### src/rtl/wash_program_timer.sv
// Wash/spin phase timer: counts program-dependent durations in prescaled
// time units, with pause, abort on request drop and latched timeout states.
module wash_program_timer #(
    parameter int unsigned PRESCALE = 1000
) (
    input  logic       clk,
    input  logic       reset,
    input  logic [1:0] program_sel,
    input  logic       cycle_req,
    input  logic       spin_req,
    input  logic       pause,
    output logic       cycle_timeout,
    output logic       spin_timeout,
    output logic       busy,
    output logic [7:0] remaining,
    output logic [1:0] active_prog
);

    localparam logic [2:0] ST_IDLE  = 3'd0;
    localparam logic [2:0] ST_WASH  = 3'd1;
    localparam logic [2:0] ST_SPIN  = 3'd2;
    localparam logic [2:0] ST_WDONE = 3'd3;
    localparam logic [2:0] ST_SDONE = 3'd4;

    localparam logic [15:0] PRESC_MAX = 16'(PRESCALE - 1);

    logic [2:0]  state_q, state_d;
    logic [15:0] presc_q, presc_d;
    logic [7:0]  remaining_q, remaining_d;
    logic [1:0]  active_prog_q, active_prog_d;
    logic        cycle_timeout_q, cycle_timeout_d;
    logic        spin_timeout_q, spin_timeout_d;
    logic        busy_q, busy_d;

    logic [7:0]  wash_units;
    logic [7:0]  spin_units;
    logic        phase_req;
    logic        phase_is_wash;

    always_comb begin
        wash_units = 8'd10;
        spin_units = 8'd5;
        case (program_sel)
            2'd0: begin wash_units = 8'd10; spin_units = 8'd5;  end
            2'd1: begin wash_units = 8'd30; spin_units = 8'd10; end
            2'd2: begin wash_units = 8'd60; spin_units = 8'd15; end
            2'd3: begin wash_units = 8'd20; spin_units = 8'd3;  end
            default: begin wash_units = 8'd10; spin_units = 8'd5; end
        endcase
    end

    // The request that keeps the current phase alive.
    assign phase_is_wash = (state_q == ST_WASH) || (state_q == ST_WDONE);
    assign phase_req     = phase_is_wash ? cycle_req : spin_req;

    always_comb begin
        state_d       = state_q;
        presc_d       = presc_q;
        remaining_d   = remaining_q;
        active_prog_d = active_prog_q;
        case (state_q)
            ST_IDLE: begin
                presc_d     = 16'd0;
                remaining_d = 8'd0;
                if (cycle_req) begin
                    state_d       = ST_WASH;
                    remaining_d   = wash_units;
                    active_prog_d = program_sel;
                end else if (spin_req) begin
                    state_d       = ST_SPIN;
                    remaining_d   = spin_units;
                    active_prog_d = program_sel;
                end
            end
            ST_WASH, ST_SPIN: begin
                if (!phase_req) begin
                    state_d     = ST_IDLE;
                    presc_d     = 16'd0;
                    remaining_d = 8'd0;
                end else if (!pause) begin
                    if (presc_q == PRESC_MAX) begin
                        presc_d = 16'd0;
                        if (remaining_q <= 8'd1) begin
                            remaining_d = 8'd0;
                            state_d     = phase_is_wash ? ST_WDONE
                                                        : ST_SDONE;
                        end else begin
                            remaining_d = remaining_q - 8'd1;
                        end
                    end else begin
                        presc_d = presc_q + 16'd1;
                    end
                end
            end
            ST_WDONE, ST_SDONE: begin
                presc_d     = 16'd0;
                remaining_d = 8'd0;
                if (!phase_req) begin
                    state_d = ST_IDLE;
                end
            end
            default: begin
                state_d     = ST_IDLE;
                presc_d     = 16'd0;
                remaining_d = 8'd0;
            end
        endcase
        cycle_timeout_d = (state_d == ST_WDONE);
        spin_timeout_d  = (state_d == ST_SDONE);
        busy_d          = (state_d == ST_WASH) || (state_d == ST_SPIN);
    end

    always_ff @(posedge clk) begin
        if (reset) begin
            state_q         <= ST_IDLE;
            presc_q         <= 16'd0;
            remaining_q     <= 8'd0;
            active_prog_q   <= 2'd0;
            cycle_timeout_q <= 1'b0;
            spin_timeout_q  <= 1'b0;
            busy_q          <= 1'b0;
        end else begin
            state_q         <= state_d;
            presc_q         <= presc_d;
            remaining_q     <= remaining_d;
            active_prog_q   <= active_prog_d;
            cycle_timeout_q <= cycle_timeout_d;
            spin_timeout_q  <= spin_timeout_d;
            busy_q          <= busy_d;
        end
    end

    assign cycle_timeout = cycle_timeout_q;
    assign spin_timeout  = spin_timeout_q;
    assign busy          = busy_q;
    assign remaining     = remaining_q;
    assign active_prog   = active_prog_q;

endmodule

### config.mk
export PLATFORM = sky130hd
export DESIGN_NAME = wash_program_timer
export DESIGN_NICKNAME = d
export VERILOG_FILES = /design/src/rtl/wash_program_timer.sv
export SDC_FILE = /design/constraint.sdc
export NUM_CORES = 1
export LEC_CHECK = 0
export CAP_MARGIN = 20
export CORE_MARGIN = 5
export CORE_UTILIZATION = 46
export DETAILED_ROUTE_END_ITERATION = 10
export DONT_BUFFER_PORTS = 1
export GPL_ROUTABILITY_DRIVEN = 0
export PLACE_DENSITY = 0.63
export SLEW_MARGIN = 20
export SYNTH_ARGS = -nofsm -noshare
export SYNTH_HDL_FRONTEND = slang
export SYNTH_SLANG_ARGS = --single-unit
### constraint.sdc
create_clock -name clk -period 2.2 [get_ports clk]
set_clock_uncertainty 0.1 [all_clocks]
set_input_delay 0.44 -clock clk [delete_from_list [all_inputs] [get_ports clk]]
set_output_delay 0.44 -clock clk [all_outputs]
set_load 0.02 [all_outputs]
# After elaboration in Yosys (flattened, before gate mapping)
# Index checks and enable logic that the tools add are counted.
# classes
n_addsub	2
n_lt_le_gt_ge	1
eq_ne	14
mux	22
n_bitwise	2
n_reduce_logical	10
# op_table
cell	count
8-bit one-hot mux with 4 select lines	2
8-bit 2-to-1 mux	6
3-bit 2-to-1 mux	8
16-bit by 1-bit adder with 16-bit output (second input constant)	1
16-bit by 10-bit equality test with 1-bit output (second input constant)	1
16-bit 2-to-1 mux	1
8-bit one-hot mux with 2 select lines	1
3-bit by 2-bit equality test with 1-bit output (second input constant)	4
3-bit one-hot mux with 3 select lines	1
8-bit by 1-bit <= comparator with 1-bit output (second input constant)	1
8-bit by 1-bit subtractor with 8-bit output (second input constant)	1
3-bit by 1-bit equality test with 1-bit output (second input constant)	2
3-bit equality test (second input constant)	2
3-bit != test (second input constant)	2
2-bit equality test (second input constant)	2
2-bit 2-to-1 mux	2
2-bit AND reduction	2
2-bit OR reduction	2
3-bit zero test	1
3-bit OR reduction	1
2-bit by 1-bit equality test with 1-bit output (second input constant)	1
2-bit zero test	1
1-bit logical OR	2
1-bit NOT	2
other kinds (2)	2
# word_totals
register_bits	32
inputBits	7
elab_cells	58

# Longest topological paths before layout
# Gate-level depths: netlist of run 1.
# depth
depth_word	10
mapped_depth	8
ltp_nobuf	7

# Worst setup path after synthesis of run 1
# Ideal clock, no wire load.
# synth_path
kind	flip-flop to flip-flop
start	reg remaining_q[0], in the netlist remaining[0]
end	reg remaining_q[4], in the netlist remaining[4]
setup_ns	0.070
arrival_ns	1.773
slack_ns	0.257
path_stages_with_launch	9
synth_period_minus_slack_ns	1.943
path_cell_list	dfxtp_1 > inv_1 > ha_1 > nor2_1 > nor4_4 > or2_1 > buf_6 > o32a_1 > o2bb2ai_1
# synth_between
elab_chain_len	6
elab_cells_between_ends	7
# synth_lines
item	line_no	source
from (decl)	29	logic [7:0] remaining_q, remaining_d;
from (signal assigned)	125	remaining_q <= remaining_d;
8-bit by 1-bit subtractor with 8-bit output or 8-bit by 1-bit <= comparator with 1-bit output (tied branches)	88, 83	
8-bit 2-to-1 mux *	83	if (remaining_q <= 8'd1) begin
8-bit 2-to-1 mux *	81	if (presc_q == PRESC_MAX) begin
8-bit 2-to-1 mux *	80	end else if (!pause) begin
8-bit 2-to-1 mux *	76	if (!phase_req) begin
8-bit one-hot mux with 2 select lines *	61	case (state_q)
# Every way passes the cells marked *; elsewhere a longest branch is shown, timed or not. The select of a mux whose other input is x is not followed.
# A chain may end at the register's enable or synchronous reset.

# Worst setup path in the final report of run 1
# layout_path
start	reg remaining_q[6], in the netlist remaining[6]
end	reg remaining_q[3], in the netlist remaining[3]
# layout_between
elab_chain_len	6
# layout_lines
item	line_no
8-bit by 1-bit <= comparator with 1-bit output	83
8-bit 2-to-1 mux	83
8-bit 2-to-1 mux	81
8-bit 2-to-1 mux	80
8-bit 2-to-1 mux	76
8-bit one-hot mux with 2 select lines	61
# No other way between the ends. The select of a mux whose other input is x is not followed.

==> flow_summary.ini, run 1 <==
[power]
power_frac_comb_pct = 15.7
peakVddDrop_v = 0.0003438
power.net_switching_mw = 0.3380
p_sw_share_pct = 26.61
power_density_nw_per_um2 = 658.0
power_leakage_nw = 0.7189
pwr-share-seq_pct = 48.4
clockPowerShare_pct = 35.9
p_int_mw = 0.9324

[worst_hold_path]
min-delay-start = reset
whs_endpoint = state_q[1]$_SDFF_PP0_
hold_path_class = in -> reg
holdPathStages = 1

[clock_tree]
cts.sinks = 32
ctsHtreeMaxLevel = 2
ctsHoldBuffers = 0
ctsRootBufferMaster = clkbuf_8
clkLatencyLatePin_ns = 0.28
numCtsBuffers = 5
cts_tree = built
cts_buffer_depth = 2
clk_pin_slew_ns = 0.06

[sta]
clock.fmax_ghz = 0.4988
slew_headroom_pct = 64.07
fin_crit_sh_pct = 91.14
period_needed_ns = 2.005
drv_slew = 0
setup_tns_ns = 0
hold_violations = 0
rsz0062_at_grt = no
setup_viol = 0
worst_pin_slew_ns = 0.5340

[logic_synthesis]
ys_ff_latch = 32
synth.avg_cell_area_um2 = 8.616
synth-main-ff-cell = dfxtp_1
yosysUniqueCellTypes = 52
synth_top_area_share_pct = 36.81
synth_warnings = 0
synthTopCellsByArea = dfxtp_1, nor2_1, ha_1
synth-async-reset-ratio_pct = 0
syn-cell-area_um2 = 1740
synth_top_cell_by_area = dfxtp_1
yosysSeqAreaShare_pct = 36.81
synthCells = 202
synth_edf_count = 0
postSynthNetCount = 217

[route]
wl_mm = 3.520
final_antenna_net_count = 0
wire_per_inst_um = 13.44
drc_errors = 0
drtPass1Iterations = 5
vias_per_cell = 5.515
via_count = 1445
drt-initial-drc-count = 70

[floorplan]
rows = 22
die_h_um = 71.51
die-area_um2 = 5114
ioPinCount = 20
initial_core_util_pct = 47.54
core_um2 = 3661
fp.dieW_um = 71.51

[worst_setup_path]
crit_path_max_fanout = 10
reg2reg_from = remaining[6]$_SDFFE_PP0P_
critPathKind = reg -> reg
cp_data_required_time_ns = 2.27
reg2reg_slack_ns = 0.20
r2r-end = remaining[3]$_SDFFE_PP0P_
startpoint_type = flip-flop
arrival_ns = 2.07
end_kind = flip-flop
reg2reg_depth = 5

[global_routing]
grtUsageTotal_pct = 15.11
first_global_vias = 1354
grt_first_pass_wirelength_mm = 6.216
grt-ovfl-total = 0
antenna_found_initial = 0
grt_max_degree = 14

[placed_design]
dp_cells = 254
detailed_place_hpwl_mm = 2.687
io_buffers = 0

[final_layout]
fin_cells = 262
area_delta_synth_final_pct = 10.93
nNetsFinal = 228
antenna_cells = 0
drive_gt1_share_pct = 11.21

[run]
max_cap_viol_count = 0

[run_status]
outcome = complete, no violations
[registers in the layout (all words and copies together), names as in the netlist]
name / count
state_q: 3
remaining: 8
cycle_timeout: 1
presc_q: 16
busy: 1
spin_timeout: 1
active_prog: 2
[worst max-delay path by stage]
stage / from / end
2_1_floorplan: remaining[0]$_SDFFE_PP0P_ / remaining[4]$_SDFFE_PP0P_
3_5_place_dp: presc_q[0]$_SDFFE_PP0N_ / remaining[3]$_SDFFE_PP0P_
4_1_cts: presc_q[0]$_SDFFE_PP0N_ / remaining[3]$_SDFFE_PP0P_
6_report: remaining[6]$_SDFFE_PP0P_ / remaining[3]$_SDFFE_PP0P_
3_3_place_gp: remaining[6]$_SDFFE_PP0P_ / remaining[3]$_SDFFE_PP0P_
5_1_grt: presc_q[0]$_SDFFE_PP0N_ / remaining[3]$_SDFFE_PP0P_
[cells in the mapped netlist (2+ instances only)]
master and count:
inv_1 9, o21ai_0 4, mux2i_1 3, nand3_1 7
and4_1 2, or2_1 3, a21oi_1 6, xnor2_1 5
ha_1 8, o21ai_1 3, xor2_1 9, nor3_1 7
nand2b_1 3, dfxtp_1 32, nand2_1 13, buf_6 2
o22a_1 2, o31ai_1 4, nor2b_1 4, o2bb2ai_1 3
nand4_1 3, nor2_1 33, nand3b_1 3, nor4_1 4
a22o_1 2, buf_2 2
[final cells by class]
cell class	instances	area, µm²
Fill cell	344	1730
Multi-Input combinational cell	155	1027
Sequential cell	32	640.6
Clock buffer	7	86.33
Timing Repair Buffer	10	75.07
Tap cell	48	60.06
Inverter	9	33.78
Clock inverter	1	7.507
[repair_timing]
action / in CTS / in global routing
endpoints found under the setup margin: 0 / 1
resized for setup: 0 / 1
setup buffers: 0 / 0
[power groups by stage]
stage	registers, mW	logic [mW]	clock network, mW
2_1_floorplan	0.643	0.141	0
3_3_place_gp	0.628	0.196	0
3_5_place_dp	0.628	0.200	0
4_1_cts	0.615	0.201	0.475
5_1_grt	0.618	0.222	0.513
6_report	0.615	0.199	0.456
[cell families (layout without fill, tap and decap cells)]
family | after synthesis | after routing | synth area share (%)
compound gates | 35 | 35 | 14.81
xor+xnor | 14 | 14 | 7.045
fa+ha+maj | 8 | 8 | 5.751
buf+inv | 15 | 27 | 4.241
flops | 32 | 32 | 36.81
mux | 3 | 3 | 1.725
simple gates | 95 | 95 | 29.62
[layout by cell type, fill, tap and decap left out, drive strengths merged, types with 4 or more instances in the layout]
cell type and instances:
ha 8, nand3 7, a21oi 6, inv 9, o21ai 8, nand2 13
dfxtp 32, nor3 7, xor2 9, nor2 33, o31ai 5, or2 4
clkbuf 7, buf 10, nor2b 4, nor4 5, xnor2 5
[critical path, stage by stage (launching register included)]
cell	delay, ns
dfxtp_1	0.39
or3_4	0.38
nor4_4	0.30
or2_1	0.37
o31ai_1	0.12
a22o_1	0.23
[through the flow]
| step | cell area, µm² | hold slack (ns) | util, % | worst slack [ns] | power, mW |
|---|---|---|---|---|---|
| floorplan | 1740 | 0.3557 | - | 0.2566 | 0.7840 |
| global placement | 1836 | 0.3661 | 50.14 | 0.2298 | 0.8241 |
| detailed placement | 1836 | 0.3799 | 50.14 | 0.1807 | 0.8280 |
| CTS | 1929 | 0.1130 | 52.70 | 0.1566 | 1.291 |
| global route | 1931 | 0.1012 | 52.73 | 0.04118 | 1.353 |
| finish | 1931 | 0.1244 | 52.73 | 0.1950 | 1.270 |
[per-layer routing]
| layer | routed length [µm] | vias to the layer above | GRT usage [%] |
|---|---|---|---|
| met4 | 74 | 0 | 6.054 |
| met2 | 1651 | 34 | 22.86 |
| met1 | 1574 | 664 | 19.49 |
| met3 | 219 | 7 | 5.470 |
| met5 | 0 | - | 0 |
| li1 | - | 740 | - |
Note: power is estimated with default switching activity, not from simulation.
==> run 2, diff against run 1 <==
- CORE_UTILIZATION: 46 -> 62
- HOLD_SLACK_MARGIN: unset -> 0.03
- PLACE_DENSITY: 0.63 -> 0.8
==> run 2 against run 1 <==
  * Via count up 0.35%
  * Register-to-register slack worse by 0.05 ns
  * Combinational power up 3%
==> flow_summary.ini, run 2 (synthesis results as in run 1) <==
[clock_tree]
cts_tree = built
clkLatencyLatePin_ns = 0.34
ctsRootBufferMaster = clkbuf_4
numCtsBuffers = 5
ctsHtreeMaxLevel = 2
cts_buffer_depth = 2
cts.sinks = 32
postCtsSetupBuffers = 0
clk_pin_slew_ns = 0.11

[sta]
rsz0062_at_grt = no
setup_viol = 0
hold_violations = 0
slew_headroom_pct = 58.85
period_needed_ns = 2.050
worst_pin_slew_ns = 0.6116
drv_slew = 0
setup_tns_ns = 0
fin_crit_sh_pct = 93.19
clock.fmax_ghz = 0.4877

[route]
drt-initial-drc-count = 139
vias_per_cell = 5.943
drc_errors = 0
final_antenna_net_count = 0
drtPass1Iterations = 4
via_count = 1450
wire_per_inst_um = 14.32
wl_met1_mm = 1.600
wl_mm = 3.494
wl_met2_mm = 1.597
route.met3.wl_um = 225
top_layer = met4

[floorplan]
die_h_um = 62.98
ioPinCount = 20
fp.dieW_um = 62.98
die-area_um2 = 3966
initial_core_util_pct = 63.66
core_um2 = 2734
rows = 19

[final_layout]
antenna_cells = 0
layout_commonest_cell = nor2_1
area_delta_synth_final_pct = 8.627
largest_reg_flops = 16
nNetsFinal = 227
drive_gt1_share_pct = 10.80
fin_cells = 244
layout_common_cells = nor2_1, dfxtp_1, nand2_1, inv_1, xor2_1
final_util_pct = 69.15
regMostFlops = presc_q
final_area_um2 = 1891
fillCellCount = 222

[worst_setup_path]
worstPathCellList = or3_4 -> nor4_4 -> or2_1 -> o31ai_1 -> a22o_1
end_kind = flip-flop
critical-path-top-delay-family = simple AND/OR/NAND/NOR gates
cp_num_buf_inv = 0
crit_path_max_fanout = 10
r2r-end = remaining[3]$_SDFFE_PP0P_
reg2reg_from = remaining[6]$_SDFFE_PP0P_
critPathKind = reg -> reg
arrival_ns = 2.17
reg2reg_slack_ns = 0.15
startpoint_type = flip-flop
cp-startpoint = remaining[6]$_SDFFE_PP0P_
reg2reg_depth = 5
max_stage_delay_ns = 0.41
cp_data_required_time_ns = 2.31
path_depth = 5
worstSetupEndpoint = remaining[3]$_SDFFE_PP0P_
cp_slowest_cell = dfxtp_1

[run_status]
outcome = complete, no violations

[global_routing]
antenna_found_initial = 0
first_global_vias = 1364
grt-ovfl-total = 0
grtUsageTotal_pct = 18.83
grt_first_pass_wirelength_mm = 6.058
grt_max_degree = 14

[placed_design]
dp_cells = 235
detailed_place_hpwl_mm = 2.636
dpl_cell_area_um2 = 1799
io_buffers = 0

[power]
power_leakage_nw = 0.7102
power_density_nw_per_um2 = 670.6
total_power_mw = 1.268
peakVddDrop_v = 0.0006387

[run]
max_cap_viol_count = 0

[worst_hold_path]
hold_path_class = in -> reg
[run 2: changes by cell type in the layout (fill, tap and decap cells not counted), sizes merged]
cell,change
buf,-2
bufinv,+1
clkbuf,-2
clkinv,+1
dlygate4sd3,+1
[run 2: how the worst min path moves through the flow]
stage,slack (ns),cells past startpoint,startpoint,to
floorplan,0.36,2,presc_q[1]$_SDFFE_PP0N_,presc_q[1]$_SDFFE_PP0N_
global placement,0.37,2,presc_q[1]$_SDFFE_PP0N_,presc_q[1]$_SDFFE_PP0N_
detailed placement,0.38,2,presc_q[1]$_SDFFE_PP0N_,presc_q[1]$_SDFFE_PP0N_
CTS,0.05,1,reset,active_prog[0]$_SDFFE_PP0P_
global route,0.03,1,reset,state_q[2]$_SDFF_PP0_
finish,0.06,1,reset,active_prog[1]$_SDFFE_PP0P_
[run 2: metrics by stage]
step	hold slack (ns)	worst slack, ns
final	0.05957	0.1497
after global routing	0.03427	0.02491
after CTS	0.05147	0.1142
after detailed placement	0.3804	0.1348
after global placement	0.3671	0.2672
after floorplan	0.3557	0.2566
[run 2: what timing repair did]
action                                  4_1_cts  5_1_grt
endpoints found under the hold margin         0        2
resized for setup                             0        1
endpoints found under the setup margin        0        2
hold buffers                                  0        1
[run 2: routing by layer]
layer  vias up  global-route usage, %
met5         -                      0
met4         0                  8.488
met3         9                  6.655
met2        42                  28.46
met1       664                  23.79
li1        735                      -
[run 2: cell type report]
cell class              instances  area [µm²]  share of cell area (%)
repair buffers                  9       70.07                   3.706
inverters                       9       33.78                   1.787
multi-input cells             155        1027                   54.34
flip-flops and latches         32       640.6                   33.88
clock inverters                 3       42.54                   2.250
clock buffers                   5       37.54                   1.985
well taps                      31       38.79                   2.052
[run 2: power by group]
part / leakage (nW) / switching, mW / total [mW] / internal [mW]
Sequential: 0.260 / 0.0188 / 0.615 / 0.597
Combinational: 0.409 / 0.121 / 0.205 / 0.0833
Clock: 0.0412 / 0.211 / 0.448 / 0.237
Total: 0.710 / 0.351 / 1.27 / 0.917
